## src/rtl/dec_rr_arbiter_pkg.sv

```systemverilog
// Shared constants, FSM encoding and helpers for the round-robin arbiter.
package dec_rr_arbiter_pkg;

  localparam int unsigned N_REQ    = 16;
  localparam int unsigned IDX_W    = 4;
  localparam int unsigned MAX_HOLD = 8;
  // Counter only has to reach MAX_HOLD-1; keep at least one bit when disabled.
  localparam int unsigned HOLD_W   = (MAX_HOLD > 1) ? $clog2(MAX_HOLD) : 1;

  typedef enum logic [1:0] {
    ST_IDLE  = 2'd0,
    ST_GRANT = 2'd1,
    ST_GUARD = 2'd2
  } state_e;

  // Index of the requester after idx, wrapping 15 -> 0.
  function automatic logic [IDX_W-1:0] next_idx(input logic [IDX_W-1:0] idx);
    return IDX_W'((32'(idx) + 32'd1) % N_REQ);
  endfunction

endpackage : dec_rr_arbiter_pkg

```

## src/rtl/dec_rr_arbiter_if.sv

```systemverilog
// Request/grant bundle between the requesters (master) and the arbiter (slave).
interface dec_rr_arbiter_if;
  import dec_rr_arbiter_pkg::*;

  logic [N_REQ-1:0] req;
  logic             done;
  logic [N_REQ-1:0] gnt;
  logic [IDX_W-1:0] gnt_idx;
  logic             gnt_valid;

  modport master (
    output req,
    output done,
    input  gnt,
    input  gnt_idx,
    input  gnt_valid
  );

  modport slave (
    input  req,
    input  done,
    output gnt,
    output gnt_idx,
    output gnt_valid
  );

endinterface : dec_rr_arbiter_if

```

## src/rtl/dec_rr_arbiter_dec4to16.sv

```systemverilog
// 4-to-16 one-hot decoder with enable; all zero when disabled.
module dec_rr_arbiter_dec4to16 (
  input  logic [3:0]  w,
  input  logic        en,
  output logic [15:0] y_c
);

  // Shift a single one into position w when enabled.
  always_comb begin
    y_c = '0;
    if (en) begin
      y_c = 16'(16'd1 << w);
    end
  end

endmodule : dec_rr_arbiter_dec4to16

```

## src/rtl/dec_rr_arbiter.sv

```systemverilog
// Round-robin arbiter over 16 requesters with a hold limit and a one-cycle
// break-before-make gap between grants.
module dec_rr_arbiter
  import dec_rr_arbiter_pkg::*;
(
  input  logic             clk,
  input  logic             rst,
  dec_rr_arbiter_if.slave  bus
);

  state_e             state_q, state_d;
  logic [IDX_W-1:0]   ptr_q, ptr_d;
  logic [HOLD_W-1:0]  hold_cnt_q, hold_cnt_d;
  logic [IDX_W-1:0]   gnt_idx_q, gnt_idx_d;
  logic [N_REQ-1:0]   gnt_q, gnt_d;
  logic               gnt_valid_q, gnt_valid_d;

  logic               scan_found_c;
  logic [IDX_W-1:0]   scan_win_c;
  logic [IDX_W-1:0]   scan_cand_c;
  logic               hold_limit_c;
  logic               release_c;

  // Rotating-priority scan: first set request starting at ptr, wrapping mod 16.
  always_comb begin
    scan_found_c = 1'b0;
    scan_win_c   = '0;
    scan_cand_c  = '0;
    for (int unsigned k = 0; k < N_REQ; k++) begin
      scan_cand_c = IDX_W'((32'(ptr_q) + k) % N_REQ);
      if (!scan_found_c && bus.req[scan_cand_c]) begin
        scan_found_c = 1'b1;
        scan_win_c   = scan_cand_c;
      end
    end
  end

  // Release on done, on the grantee dropping its request, or on the hold limit.
  always_comb begin
    hold_limit_c = 1'b0;
    if (MAX_HOLD != 0) begin
      hold_limit_c = (hold_cnt_q == HOLD_W'(MAX_HOLD - 1));
    end
    release_c = bus.done | ~bus.req[gnt_idx_q] | hold_limit_c;
  end

  // Next-state logic. The guard cycle already drives zero grants, so it also
  // arbitrates; this keeps the gap between grants to a single cycle.
  always_comb begin
    state_d    = state_q;
    ptr_d      = ptr_q;
    hold_cnt_d = hold_cnt_q;
    gnt_idx_d  = gnt_idx_q;
    unique case (state_q)
      ST_IDLE, ST_GUARD: begin
        state_d = ST_IDLE;
        if (scan_found_c) begin
          state_d    = ST_GRANT;
          gnt_idx_d  = scan_win_c;
          hold_cnt_d = '0;
        end
      end
      ST_GRANT: begin
        hold_cnt_d = HOLD_W'(hold_cnt_q + HOLD_W'(1));
        if (release_c) begin
          state_d = ST_GUARD;
          ptr_d   = next_idx(gnt_idx_q);
        end
      end
      default: begin
        state_d = ST_IDLE;
      end
    endcase
    gnt_valid_d = (state_d == ST_GRANT);
  end

  // Decoder output is registered as the grant vector.
  dec_rr_arbiter_dec4to16 u_dec (
    .w   (gnt_idx_d),
    .en  (gnt_valid_d),
    .y_c (gnt_d)
  );

  // State and output registers, cleared asynchronously.
  always_ff @(posedge clk or posedge rst) begin
    if (rst) begin
      state_q     <= ST_IDLE;
      ptr_q       <= '0;
      hold_cnt_q  <= '0;
      gnt_idx_q   <= '0;
      gnt_q       <= '0;
      gnt_valid_q <= 1'b0;
    end else begin
      state_q     <= state_d;
      ptr_q       <= ptr_d;
      hold_cnt_q  <= hold_cnt_d;
      gnt_idx_q   <= gnt_idx_d;
      gnt_q       <= gnt_d;
      gnt_valid_q <= gnt_valid_d;
    end
  end

  assign bus.gnt       = gnt_q;
  assign bus.gnt_idx   = gnt_idx_q;
  assign bus.gnt_valid = gnt_valid_q;

endmodule : dec_rr_arbiter

```

## src/flat_wrapper.sv

```systemverilog
// flat-port wrapper written by rule: the top's interface ports become plain ports
module dec_rr_arbiter_flat import dec_rr_arbiter_pkg::*;
  (clk, rst, bus_req, bus_done, bus_gnt, bus_gnt_idx, bus_gnt_valid);
  dec_rr_arbiter_if bus_i ();
  input  logic clk;
  input  logic rst;
  input wire logic [$bits(bus_i.req)-1:0] bus_req;
  input wire logic [$bits(bus_i.done)-1:0] bus_done;
  output wire logic [$bits(bus_i.gnt)-1:0] bus_gnt;
  output wire logic [$bits(bus_i.gnt_idx)-1:0] bus_gnt_idx;
  output wire logic [$bits(bus_i.gnt_valid)-1:0] bus_gnt_valid;
  assign bus_i.req = bus_req;
  assign bus_i.done = bus_done;
  assign bus_gnt = bus_i.gnt;
  assign bus_gnt_idx = bus_i.gnt_idx;
  assign bus_gnt_valid = bus_i.gnt_valid;
  dec_rr_arbiter u_core (.clk(clk), .rst(rst), .bus(bus_i));
endmodule
```

## config.mk

```make
export PLATFORM = sky130hd
export DESIGN_NAME = dec_rr_arbiter_flat
export DESIGN_NICKNAME = d
export VERILOG_FILES = /design/src/rtl/dec_rr_arbiter_pkg.sv /design/src/rtl/dec_rr_arbiter_if.sv /design/src/rtl/dec_rr_arbiter_dec4to16.sv /design/src/rtl/dec_rr_arbiter.sv /design/src/flat_wrapper.sv
export SDC_FILE = /design/constraint.sdc
export NUM_CORES = 1
export LEC_CHECK = 0
export ABC_CLOCK_PERIOD_IN_PS = 15070
export CORE_UTILIZATION = 56
export DETAILED_ROUTE_END_ITERATION = 6
export PLACE_DENSITY_LB_ADDON = 0.25
export SLEW_MARGIN = 20
export SYNTH_ARGS = -nofsm -noshare
export SYNTH_HDL_FRONTEND = slang
export SYNTH_SLANG_ARGS = --single-unit
```

## constraint.sdc

```tcl
create_clock -name clk -period 15.07 [get_ports clk]
set_input_delay 2.2605 -clock clk [delete_from_list [all_inputs] [get_ports clk]]
set_output_delay 2.2605 -clock clk [all_outputs]
set_load 0.01 [all_outputs]
```

==> results.txt, run 1 <==
Once the floorplan was initialized, standard cells occupied 59.0% of the core. Clock tree synthesis inserted a total of 5 buffers. The number of antenna diodes in the final layout is 0. For flop-to-flop paths, the worst setup slack is 8.76 ns. In the final routed layout, each cell accounts on average for 23.4 um. The basic-gate share of the synthesized area counting and, or, nand and nor cells works out to 21.7%. Clock latency on the worst-skew pair, taken at its later pin, is 0.28 ns. The net count of the finished layout is 478. Hold repair after CTS inserted 0 buffers. Sorting the synthesized cells by area gives the leading types as sky130_fd_sc_hd__dfrtp_1 18%, sky130_fd_sc_hd__mux4_2 18%, sky130_fd_sc_hd__mux2i_1 6.8%. In this run the tool buffered the top-level ports with 39 buffer cells. The finished cells cover 4620 um2. The portion of synthesized area spent on multiplexers is 31.9%. Global routing consumed, over all layers together, 34.6% of the routing resources. The layout overhead on the synthesized area was 12.7%. The detailed placement HPWL is 9.23 mm, and the count of max-cap constraint violations is 0. The number of enable flip-flop cells after synthesis is 0, and the async set-or-reset flop fraction in the synthesized netlist is 100%. Data on the critical path arrives at its endpoint at 6.65 ns. The run gives 6940 um2 as the core outline area. The number of storage elements in the synthesis netlist came out at 30. For this run, the share of the core covered by cells in the final layout is 66.5%. In this run the cell area of the synthesized design comes to 4100 um2. STA classifies the critical path endpoint as a register. Number of hold violations in the final report: 0. The tightest min-delay check is of the reg -> reg type. The die span in y works out to 87.5 um. In the synthesized netlist the dominant register cell turns out to be sky130_fd_sc_hd__dfrtp_1.

In the final timing run, aggregate negative setup slack is 0 ns. In this run the worst path has a maximum fanout of 17. The run gives 0 as the initial antenna violation count.

Library cell used as clock root buffer: sky130_fd_sc_hd__clkbuf_8. The synthesized design spends more area on one cell type than any other, namely sky130_fd_sc_hd__dfrtp_1. Post-CTS timing repair inserted 0 buffers for setup.

The startpoint kind of the worst setup timing path is an input pin. The logs give 7660 um2 for the overall die area and 0 for the final number of max-transition violations. The run finished with clean final reports.

Derived from the worst setup path, the maximum achievable clock frequency is 0.154 GHz. The share of the synthesized area in the top cell type was 18.3%; the clock slew seen by the registers of the worst setup and hold paths was 0.07 ns. The number of top-level design ports was 40.

The minimum clock period after layout works out to 6.49 ns. Summing all placed instances gives a cell area of 4510 um2. By startpoint and endpoint, the worst setup path is classified as in -> reg. The area fraction in compound gates after synthesis is 17.9%, and the worst setup skew after layout is 0.00467 ns.

The global-route congestion overflow total came out at 0. The warning count from the yosys run is 0. The number of clock sinks seen by CTS is 30.

The instance count along the most critical hold path was 1. Gates resized during post-CTS repair numbered 0. The share of the synthesized netlist area taken by xor and xnor gates works out to 2.56%. STA puts the critical path data required time at 15.23 ns. The tools report the number of standard-cell rows in the floorplan as 30. The run gives 20.1 mm as the first-pass GRT wire length. For the worst flop-to-flop path, the logic depth is 11. The largest family of logic cells by synthesized area is multiplexers. Once detail routing completed, the nets flagged for antenna violations numbered 0. TritonCTS built the clock tree. For the portion of the post-synthesis area used by sequential elements, the log shows 18.3%.

Sorting the synthesized cells by how often they occur yields 34 x sky130_fd_sc_hd__nand2_1, 33 x sky130_fd_sc_hd__mux4_2, 31 x sky130_fd_sc_hd__nor2_1. In the routed layout, each cell is associated on average with a via count of 7.40. Setup violations remaining at the end of the flow were counted as 0.

In this run, distinct cell masters in the synthesized netlist total 72. After layout, the worst path uses 43.1% of the clock period. Setup repair after global routing left no endpoint under its margin. Routability-driven placement finished with a final weighted congestion of 0.986.

In this run, the number of DRC markers left after iteration 0 of detailed routing was 492. The logs give 4042 for the vias after detailed routing and 558 for the count of filler cells inserted in the layout. The first-pass iteration count of the detailed router is 6.

In this run the deepest clock path goes through 2 buffers. Headroom to the max-slew limit came out at 29.6%. The mean instance size in the synthesized netlist was 9.64 um2.

The share of layout cells above drive strength 1 was 20.9%. Final hold slack: 0.502 ns. For this run, design rule violations remaining after detail routing come to 0.

The H-tree generated during clock tree synthesis spans 2 levels. The number of nets produced by synthesis was 454. For the pin with the worst max-slew slack, the measured transition is 1.05 ns.

The run gives 41 as the largest net degree at the start of global routing. The dominant cell by count in the synthesized netlist is sky130_fd_sc_hd__nand2_1. Of the total synthesized cell area, the portion taken by full adders, half adders and majority gates is 3.05%.

In the synthesized netlist, the number of instances is 425. The number of global-route vias before repair is 3760, and the routed wire length is 12.8 mm. In this run the horizontal extent of the chip is 87.5 um.
==> logic make-up after synthesis <==
logic type,Yosys count
AND/OR/NAND/NOR,152
AO/OA/AOI/OAI,98
multiplexers,85
buffers and inverters,38
flip-flops,30
XOR/XNOR,12
adder cells (fa/ha/maj),10
==> stage by stage <==
| stage | worst slack [ns] | instances |
|---|---|---|
| finish | 8.58 | 546 |
| floorplan | 9.49 | 425 |
| global placement | 8.42 | 538 |
| CTS | 8.63 | 546 |
| global route | 8.46 | 546 |
| detailed placement | 8.33 | 538 |
==> worst max-delay path, cell delays in order <==
cell	delay, ns
sky130_fd_sc_hd__clkdlybuf4s50_1	0.60
sky130_fd_sc_hd__mux4_1	0.70
sky130_fd_sc_hd__mux4_2	0.64
sky130_fd_sc_hd__or4_4	0.61
sky130_fd_sc_hd__nor3_1	0.34
sky130_fd_sc_hd__a31oi_1	0.44
sky130_fd_sc_hd__o221ai_1	0.42
sky130_fd_sc_hd__o31ai_4	0.25
sky130_fd_sc_hd__nor4_1	0.36
==> placed cells by master (no fill, tap or decap), drive strengths merged, types with 8 or more instances in the layout <==
cell           instances
dfrtp                 30
nor4b                  8
nand3                 20
ha                    10
mux4                  34
a21oi                 13
inv                   10
mux2                  23
mux2i                 28
nand2                 34
nor2                  32
o21ai                 14
clkdlybuf4s50         39
==> registers in the layout, indices dropped and copies added, names as in the netlist <==
| name | flops |
|---|---|
| u_core.hold_cnt_q | 3 |
| u_core.ptr_q | 4 |
| u_core.bus.gnt | 16 |
| u_core.bus.gnt_idx | 4 |
| u_core.state_q | 2 |
| u_core.bus.gnt_valid | 1 |
==> worst paths after layout <==
path                                                  start                               end
max                                             bus_req[15]       u_core.bus.gnt[8]$_DFF_PP0_
min reg2reg                u_core.hold_cnt_q[0]$_DFFE_PP0P_  u_core.hold_cnt_q[0]$_DFFE_PP0P_
min in group asynchronous                               rst   u_core.bus.gnt_idx[0]$_DFF_PP0_
max in group asynchronous                               rst       u_core.ptr_q[0]$_DFFE_PP0P_
max reg2reg                     u_core.ptr_q[0]$_DFFE_PP0P_       u_core.bus.gnt[8]$_DFF_PP0_
min                        u_core.hold_cnt_q[0]$_DFFE_PP0P_  u_core.hold_cnt_q[0]$_DFFE_PP0P_
==> metal layers <==
layer,track usage [%],wire length [um],up-vias
met1,48.2,5010,1959
met4,12.1,480,0
met3,7.54,1340,51
met2,53.4,5930,287
met5,0,0,-
li1,-,-,1745
==> area by class of cell <==
class,count,area (um2),share of cell area [%]
clock buffers,5,68.8,1.49
clock inverters,3,40.0,0.867
inverters,10,37.5,0.813
multi-input cells,357,3160,68.5
flip-flops and latches,30,752,16.3
well taps,96,120,2.60
repair buffers,45,435,9.43
Power of run 1 is not shown: default switching activity piles up to over one toggle a cycle in this logic, so the estimate is an artifact.
==> run 2: changes to the inputs <==
--- a/config.mk
+++ b/config.mk
@@ -5,8 +5,8 @@
 export SDC_FILE = /design/constraint.sdc
 export NUM_CORES = 1
 export LEC_CHECK = 0
-export ABC_CLOCK_PERIOD_IN_PS = 15070
-export CORE_UTILIZATION = 56
+export ABC_CLOCK_PERIOD_IN_PS = 5700
+export CORE_UTILIZATION = 53
 export DETAILED_ROUTE_END_ITERATION = 6
 export PLACE_DENSITY_LB_ADDON = 0.25
 export SLEW_MARGIN = 20
==> constraint.sdc (replaced) <==
create_clock -name clk -period 5.7 [get_ports clk]
set_input_delay 0.855 -clock clk [delete_from_list [all_inputs] [get_ports clk]]
set_output_delay 0.855 -clock clk [all_outputs]
set_load 0.01 [all_outputs]
==> results.txt, run 2 (synthesis gave the netlist of run 1 again) <==
In this run the number of H-tree levels came out at 2. Of the cells placed in the final design, the portion with a size suffix greater than 1 is 22.1%. In the layout the commonest cells are 39 x sky130_fd_sc_hd__clkdlybuf4s50_1, 34 x sky130_fd_sc_hd__nand2_1, 33 x sky130_fd_sc_hd__mux4_2.

The critical path ends at u_core.bus.gnt[13]$_DFF_PP0_. The kind of end point of the critical path is a register. TritonCTS built the clock tree. The run gives 0.984 as the weighted congestion at the end of routability-driven global placement.

The clock latency of the later-clocked register in the worst-skew pair was 0.28 ns; the final standard cell count with taps included and fillers excluded was 557. Counting cells, the worst reg-to-reg path comes to 11. The post-CTS resize count is 0.

The worst register-to-register path begins at u_core.ptr_q[0]$_DFFE_PP0P_. Classification of the worst-slack hold path: reg -> reg. After layout, the minimum clock period comes to 4.96 ns. Pin placement for this block handled 40 I/O pins.

The total setup buffers inserted after CTS was 0; the fraction of the cycle the final worst path needs was 87.1%. The total non-filler cell area in the finished layout was 4690 um2; the number of DRC violations after detailed routing was 0. The pre-antenna-repair detailed-routing pass consisted of 6 iterations. Starting density of the core: 55.6%.

The clock drives 30 sinks. Measured along the y axis, the die boundary spans 89.9 um. After detailed placement, the total cell area comes to 4570 um2.

The setup path with the least slack is of type in -> reg. In this run, the number of DRC markers left after iteration 0 of detailed routing was 404. The relative slew slack came out at 31.7%. The required time at the endpoint of the critical path came out at 5.88 ns.

The final routed wire length divided by cell count is 22.0 um. 0 antenna diodes ended up in the layout. The run gives 0 as the final number of max-transition violations.

Tracing the worst setup path back leads to its startpoint at bus_req[8]. Clock-pin slew was measured on the worst setup and hold paths at 0.06 ns. The detailed placement HPWL is 9.15 mm. In the global route stage, overall resource usage came out at 31.1%. Share of the core filled with cells: 63.6%. The routed layout has 3973 vias. Across the routed clock network, the largest skew measured is 0.00828 ns. Summed over all layers, the routed wires come to 12.3 mm. The maximum clock path buffer count came out at 2. The total negative slack for setup checks is 0 ns. Core outline area: 7370 um2. Of all nets on the critical path, the largest fanout is 12. Worst flop-to-flop path endpoint: u_core.bus.gnt[13]$_DFF_PP0_.

The critical path data arrival time is 5.15 ns. For the number of hold violations in the final report, the log shows 0. In this run the register-to-register setup slack is 0.82 ns. The number of placed instances, taps included, is 549.

The first global-routing pass estimated 20.0 mm of wire. The tools report the largest net degree at the start of global routing as 40. The global-route congestion overflow total is 0, and the final net count is 486. The root buffer cell chosen for the clock tree is sky130_fd_sc_hd__clkbuf_8.

The run finished with clean final reports. On the worst path, the slowest cell contributes a delay of 0.60 ns. The startpoint kind of the worst setup timing path is an input pin. The slew at the pin closest to its max-slew limit is 1.02 ns, and the number of CTS-inserted buffers is 5. Most frequent standard cell in the layout excluding fill and tap cells: sky130_fd_sc_hd__clkdlybuf4s50_1. In this design, the critical path's most frequently occurring cell is sky130_fd_sc_hd__mux4_2.

The number of standard-cell rows in the floorplan was 31. The register with the most flip-flops in the layout has 16 of them. The final-report setup violation count came out at 0.

During placement, the flow inserted port buffers numbering 39. The area growth from synthesis to layout is 14.4%. The initial antenna violation count is 0. After detailed routing, the number of vias per cell comes to 7.13.

For this design, the slowest cell found on the critical path is sky130_fd_sc_hd__mux4_2. The tools report the number of global-route vias before repair as 3719. The signal on the critical path passes through clkdlybuf4s50_1, mux4_2, mux4_2, a2111oi_0, nand2_1, or3_4, or4_4, o21ai_1, o31ai_4, buf_4, nor4b_2.

After filler insertion, the fill cell instance count of the layout stands at 613. The overall die area was 8090 um2; the number of hold buffers added after cts was 0. The count of nets left with antenna violations once routing finished came out at 0.

The count of max-cap constraint violations came out at 0. Derived from the worst setup path, the maximum achievable clock frequency is 0.201 GHz. The chip width is 89.9 um.

Setup repair after global routing left no endpoint under its margin.
## run 2: final cells by class
type / instances / area (um2) / area share, %
Multi-Input combinational cell: 357 / 3160 / 67.5
Sequential cell: 30 / 752 / 16.0
Timing Repair Buffer: 53 / 495 / 10.6
Tap cell: 99 / 124 / 2.64
Clock buffer: 7 / 86.3 / 1.84
Inverter: 10 / 37.5 / 0.801
Clock inverter: 1 / 30.0 / 0.641
## run 2: metrics by stage
stage,worst slack [ns],hold slack [ns]
2_1_floorplan,0.671,0.465
3_3_place_gp,0.648,0.486
3_5_place_dp,0.534,0.514
4_1_cts,0.834,0.524
5_1_grt,0.514,0.558
6_report,0.736,0.521
## run 2: critical path, delay by kind of cell
family                 cells  cell delay [ns]
buffers and inverters      2             0.76
and+or+nand+nor            4             1.46
muxes                      2             1.14
AOI/OAI and AO/OA          3             0.90
## run 2: per-layer routing
metal	global-route usage (%)	share of wire (%)	up-vias
li1	-	-	1768
met1	44.0	41	1900
met2	47.3	44	267
met3	6.94	13	38
met4	10.1	3.1	0
met5	0	0	-
## run 2: worst min path at each step
stage / slack, ns / to / cells after the start / from
6_report: 0.52 / u_core.hold_cnt_q[0]$_DFFE_PP0P_ / 1 / u_core.hold_cnt_q[0]$_DFFE_PP0P_
5_1_grt: 0.56 / u_core.hold_cnt_q[0]$_DFFE_PP0P_ / 1 / u_core.hold_cnt_q[0]$_DFFE_PP0P_
4_1_cts: 0.52 / u_core.hold_cnt_q[0]$_DFFE_PP0P_ / 1 / u_core.hold_cnt_q[0]$_DFFE_PP0P_
3_5_place_dp: 0.51 / u_core.hold_cnt_q[0]$_DFFE_PP0P_ / 1 / u_core.hold_cnt_q[0]$_DFFE_PP0P_
3_3_place_gp: 0.49 / u_core.hold_cnt_q[0]$_DFFE_PP0P_ / 1 / u_core.hold_cnt_q[0]$_DFFE_PP0P_
2_1_floorplan: 0.47 / u_core.hold_cnt_q[0]$_DFFE_PP0P_ / 1 / u_core.hold_cnt_q[0]$_DFFE_PP0P_
Power of run 2 is left out for the same reason.
==> run 3: changes to the inputs <==
--- a/config.mk
+++ b/config.mk
@@ -6,10 +6,11 @@
 export NUM_CORES = 1
 export LEC_CHECK = 0
 export ABC_CLOCK_PERIOD_IN_PS = 5700
-export CORE_UTILIZATION = 53
+export CORE_UTILIZATION = 52
 export DETAILED_ROUTE_END_ITERATION = 6
 export PLACE_DENSITY_LB_ADDON = 0.25
 export SLEW_MARGIN = 20
 export SYNTH_ARGS = -nofsm -noshare
 export SYNTH_HDL_FRONTEND = slang
+export SYNTH_HIERARCHICAL = 1
 export SYNTH_SLANG_ARGS = --single-unit
==> results.txt, run 3 <==
The slowest stage of the critical path is the sky130_fd_sc_hd__ha_1 cell. For the finished layout, the period the worst path requires is 4.85 ns. Number of standard-cell rows in the floorplan: 29. Setup repair after global routing left no endpoint under its margin. Averaged over all synthesized cells, the footprint is 9.95 um2. The initial detailed-routing violation count is 369, and the total inserted antenna cells is 0. The tools report the number of global-route vias before repair as 3077.

The Yosys step of the flow raised 6 warnings. Among the stages of the critical path, the cell type that occurs most often is sky130_fd_sc_hd__mux2i_1. Global-route congestion overflow total: 0. The run gives 0.779 ns as the pre-CTS setup slack. On the critical path the largest part of the delay comes from multiplexers. By count the netlist is led by 36 x sky130_fd_sc_hd__mux4_2, 35 x sky130_fd_sc_hd__nor2_1, 30 x sky130_fd_sc_hd__dfrtp_1. The dominant cell by count in the synthesized netlist is sky130_fd_sc_hd__mux4_2. Startpoint kind of the worst setup timing path: a register.

Once routing completed, OpenROAD measured the worst setup slack at 0.851 ns. The required time at the endpoint of the critical path is 5.89 ns, and the adder-cell share of the synthesized area is 3.58%. The tools report the synthesized netlist cell count as 351.

The floorplan step set the die height to 84.0 um. The synthesized netlist devotes 16.0% of its cell area to compound gates. The number of nets in the synthesized netlist is 380. The relative slew slack came out at 33.4%. Critical path class: reg -> reg. In the synthesized netlist, mux cells make up 33.0% of the area. Between clock sinks in the finished design, the worst skew comes to 0.00662 ns. The maximum fanout count along the critical path was 15; the final routed wire length divided by cell count was 21.8 um. The final number of max-transition violations is 0. For the clock latency of the later-clocked register in the worst-skew pair, the log shows 0.28 ns. For the worst setup path, the data arrival time is 5.04 ns. Vias after detailed routing: 3161. Leaving out fill and tap cells, the most frequent cell in the layout is sky130_fd_sc_hd__clkdlybuf4s50_1. Using the TritonRoute via totals, the vias-per-cell ratio works out to 6.84.

The run gives 5 as the number of CTS-inserted buffers. The run gives 4030 um2 as the total non-filler cell area in the finished layout. The largest total area in the synthesized netlist belongs to sky130_fd_sc_hd__mux4_2.

The longest individual stage delay on the worst path works out to 0.80 ns. The logs give 0 for the antenna violation net count after detailed routing and 30.3% for the global routing usage summed across all routing layers. Traced cell by cell, the critical path runs through inv_1, ha_1, mux4_2, mux2i_1, mux2i_1, or4_1, a21boi_0, a2111oi_0, nor4_1, o32ai_1, mux2_2, or3b_4, nor3_2.

Maximum clock path buffer count: 2. In this run the number of H-tree levels came out at 2. The number of flip-flops in the largest register came out at 16. Post-CTS timing repair inserted 0 buffers for setup.

The tightest hold path in the finished design has a slack of 0.491 ns. The top cell types in the final layout, fill and taps aside, are 39 x sky130_fd_sc_hd__clkdlybuf4s50_1, 36 x sky130_fd_sc_hd__mux4_2, 35 x sky130_fd_sc_hd__nor2_1. The run finished with clean final reports.

Summing the sequential cell areas from Yosys gives 21.5% of the chip area. The tools report the number of top-level design ports as 40. Clock-pin slew was measured on the worst setup and hold paths at 0.06 ns.

After detailed placement, the total cell area comes to 3910 um2. After synthesis, the share of flip-flops with an asynchronous set or reset is 100%. The number of enable flip-flop cells after synthesis is 0, and the total negative slack for setup checks is 0 ns. Max-cap violations in this run came to 0. Of the total synthesized cell area, the portion taken by XOR and XNOR cells is 3.22%. After synthesis, the largest family of logic cells by area is multiplexers. The path class of the tightest hold or removal check is reg -> reg. The sum of buffers and inverters on the critical path is 1, and the number of DRC violations after detailed routing is 0.

The run gives 0 as the number of hold buffers added after cts. Entering global routing, the biggest net connects 34 pins. After Yosys synthesis, and, or, nand and nor cells account for 18.0% of the synthesized area. Yosys attributes the largest share of cell area to sky130_fd_sc_hd__mux4_2 23%, sky130_fd_sc_hd__dfrtp_1 21%, sky130_fd_sc_hd__mux2i_1 4.9%. After clock tree synthesis, the repair step resized 0 gates.

The area growth from synthesis to layout is 15.3%. Across all register-to-register paths, the minimum setup slack is 0.85 ns. Dividing the final minimum period by the clock period gives 85.1%. The pre-antenna-repair detailed-routing pass consisted of 5 iterations.

The starting density of the core is 54.4%. Detailed placement ended at an HPWL of 7.56 mm. STA classifies the critical path endpoint as a register. TritonCTS built the clock tree. Flip-flop cell with the highest count after synthesis: sky130_fd_sc_hd__dfrtp_1. The clock drives 30 sinks.

The die is 84.0 um wide. The overall die area is 7050 um2, and the upper clock frequency limit is 0.206 GHz. Share of the synthesized area in the top cell type: 23.2%. The mapped netlist covers 3490 um2. The first-pass GRT wire length is 16.4 mm. After synthesis, the netlist uses 70 different library cells. The floorplan step defined a core boundary enclosing 6420 um2.

The weighted congestion at the end of routability-driven global placement is 1.01, and the share of layout cells above drive strength 1 is 20.5%. Library cell used as clock root buffer: sky130_fd_sc_hd__clkbuf_8. Final net count: 414. The number of hold violations in the final report is 0, and the number of storage elements in the synthesis netlist is 30.

Setup violations remaining at the end of the flow were counted as 0. The routed design has 10.1 mm of wire. Slew at the pin closest to its max-slew limit: 0.999 ns. In this run the tool buffered the top-level ports with 39 buffer cells. The initial antenna violation count is 0.
[run 3: path summary, 6_finish.rpt]
| kind | from | to | depth (start not counted) |
|---|---|---|---|
| setup / recovery | u_core/ptr_q[0]$_DFFE_PP0P_ | u_core/bus.gnt[0]$_DFF_PP0_ | 13 |
| hold reg to reg | u_core/hold_cnt_q[0]$_DFFE_PP0P_ | u_core/hold_cnt_q[0]$_DFFE_PP0P_ | 1 |
| hold / removal | u_core/hold_cnt_q[0]$_DFFE_PP0P_ | u_core/hold_cnt_q[0]$_DFFE_PP0P_ | 1 |
| max in group asynchronous | rst | u_core/bus.gnt[3]$_DFF_PP0_ | 2 |
| min in group asynchronous | rst | u_core/bus.gnt_valid$_DFF_PP0_ | 2 |
| setup reg to reg | u_core/ptr_q[0]$_DFFE_PP0P_ | u_core/bus.gnt[0]$_DFF_PP0_ | 13 |
[run 3: routing by layer]
metal  global-route usage, %  routed length [um]  part of all wire, %  vias to the layer above
li1                        -                   -                    -                     1436
met1                    41.6                4100                   41                     1510
met2                    45.5                4640                   46                      193
met3                    9.50                1130                   11                       22
met4                    10.5                 203                  2.0                        0
met5                       0                   0                    0                        -
[run 3: layout make-up]
cell class,count,area (um2)
inverter,12,45.0
clock inverter,1,30.0
clock buffer,6,82.6
tap,77,96.3
sequential,30,751
timing repair buffer,46,443
multi-input combinational,290,2580
fill,535,2400
[run 3: kinds of logic (layout without fill, tap and decap cells)]
group                      after synthesis  in the layout
and+or+nand+nor                        118            118
AOI/OAI and AO/OA                       82             82
muxes                                   68             68
buffers and inverters                   31             65
DFF                                     30             30
xor gates and xnor gates                12             12
adders and majority gates               10             10
[run 3: per-stage QoR]
stage	utilization [%]	std cells
2_1_floorplan	-	351
3_3_place_gp	60.9	455
3_5_place_dp	60.9	455
4_1_cts	62.7	462
5_1_grt	62.7	462
6_report	62.7	462
Power of run 3 is left out for the same reason.
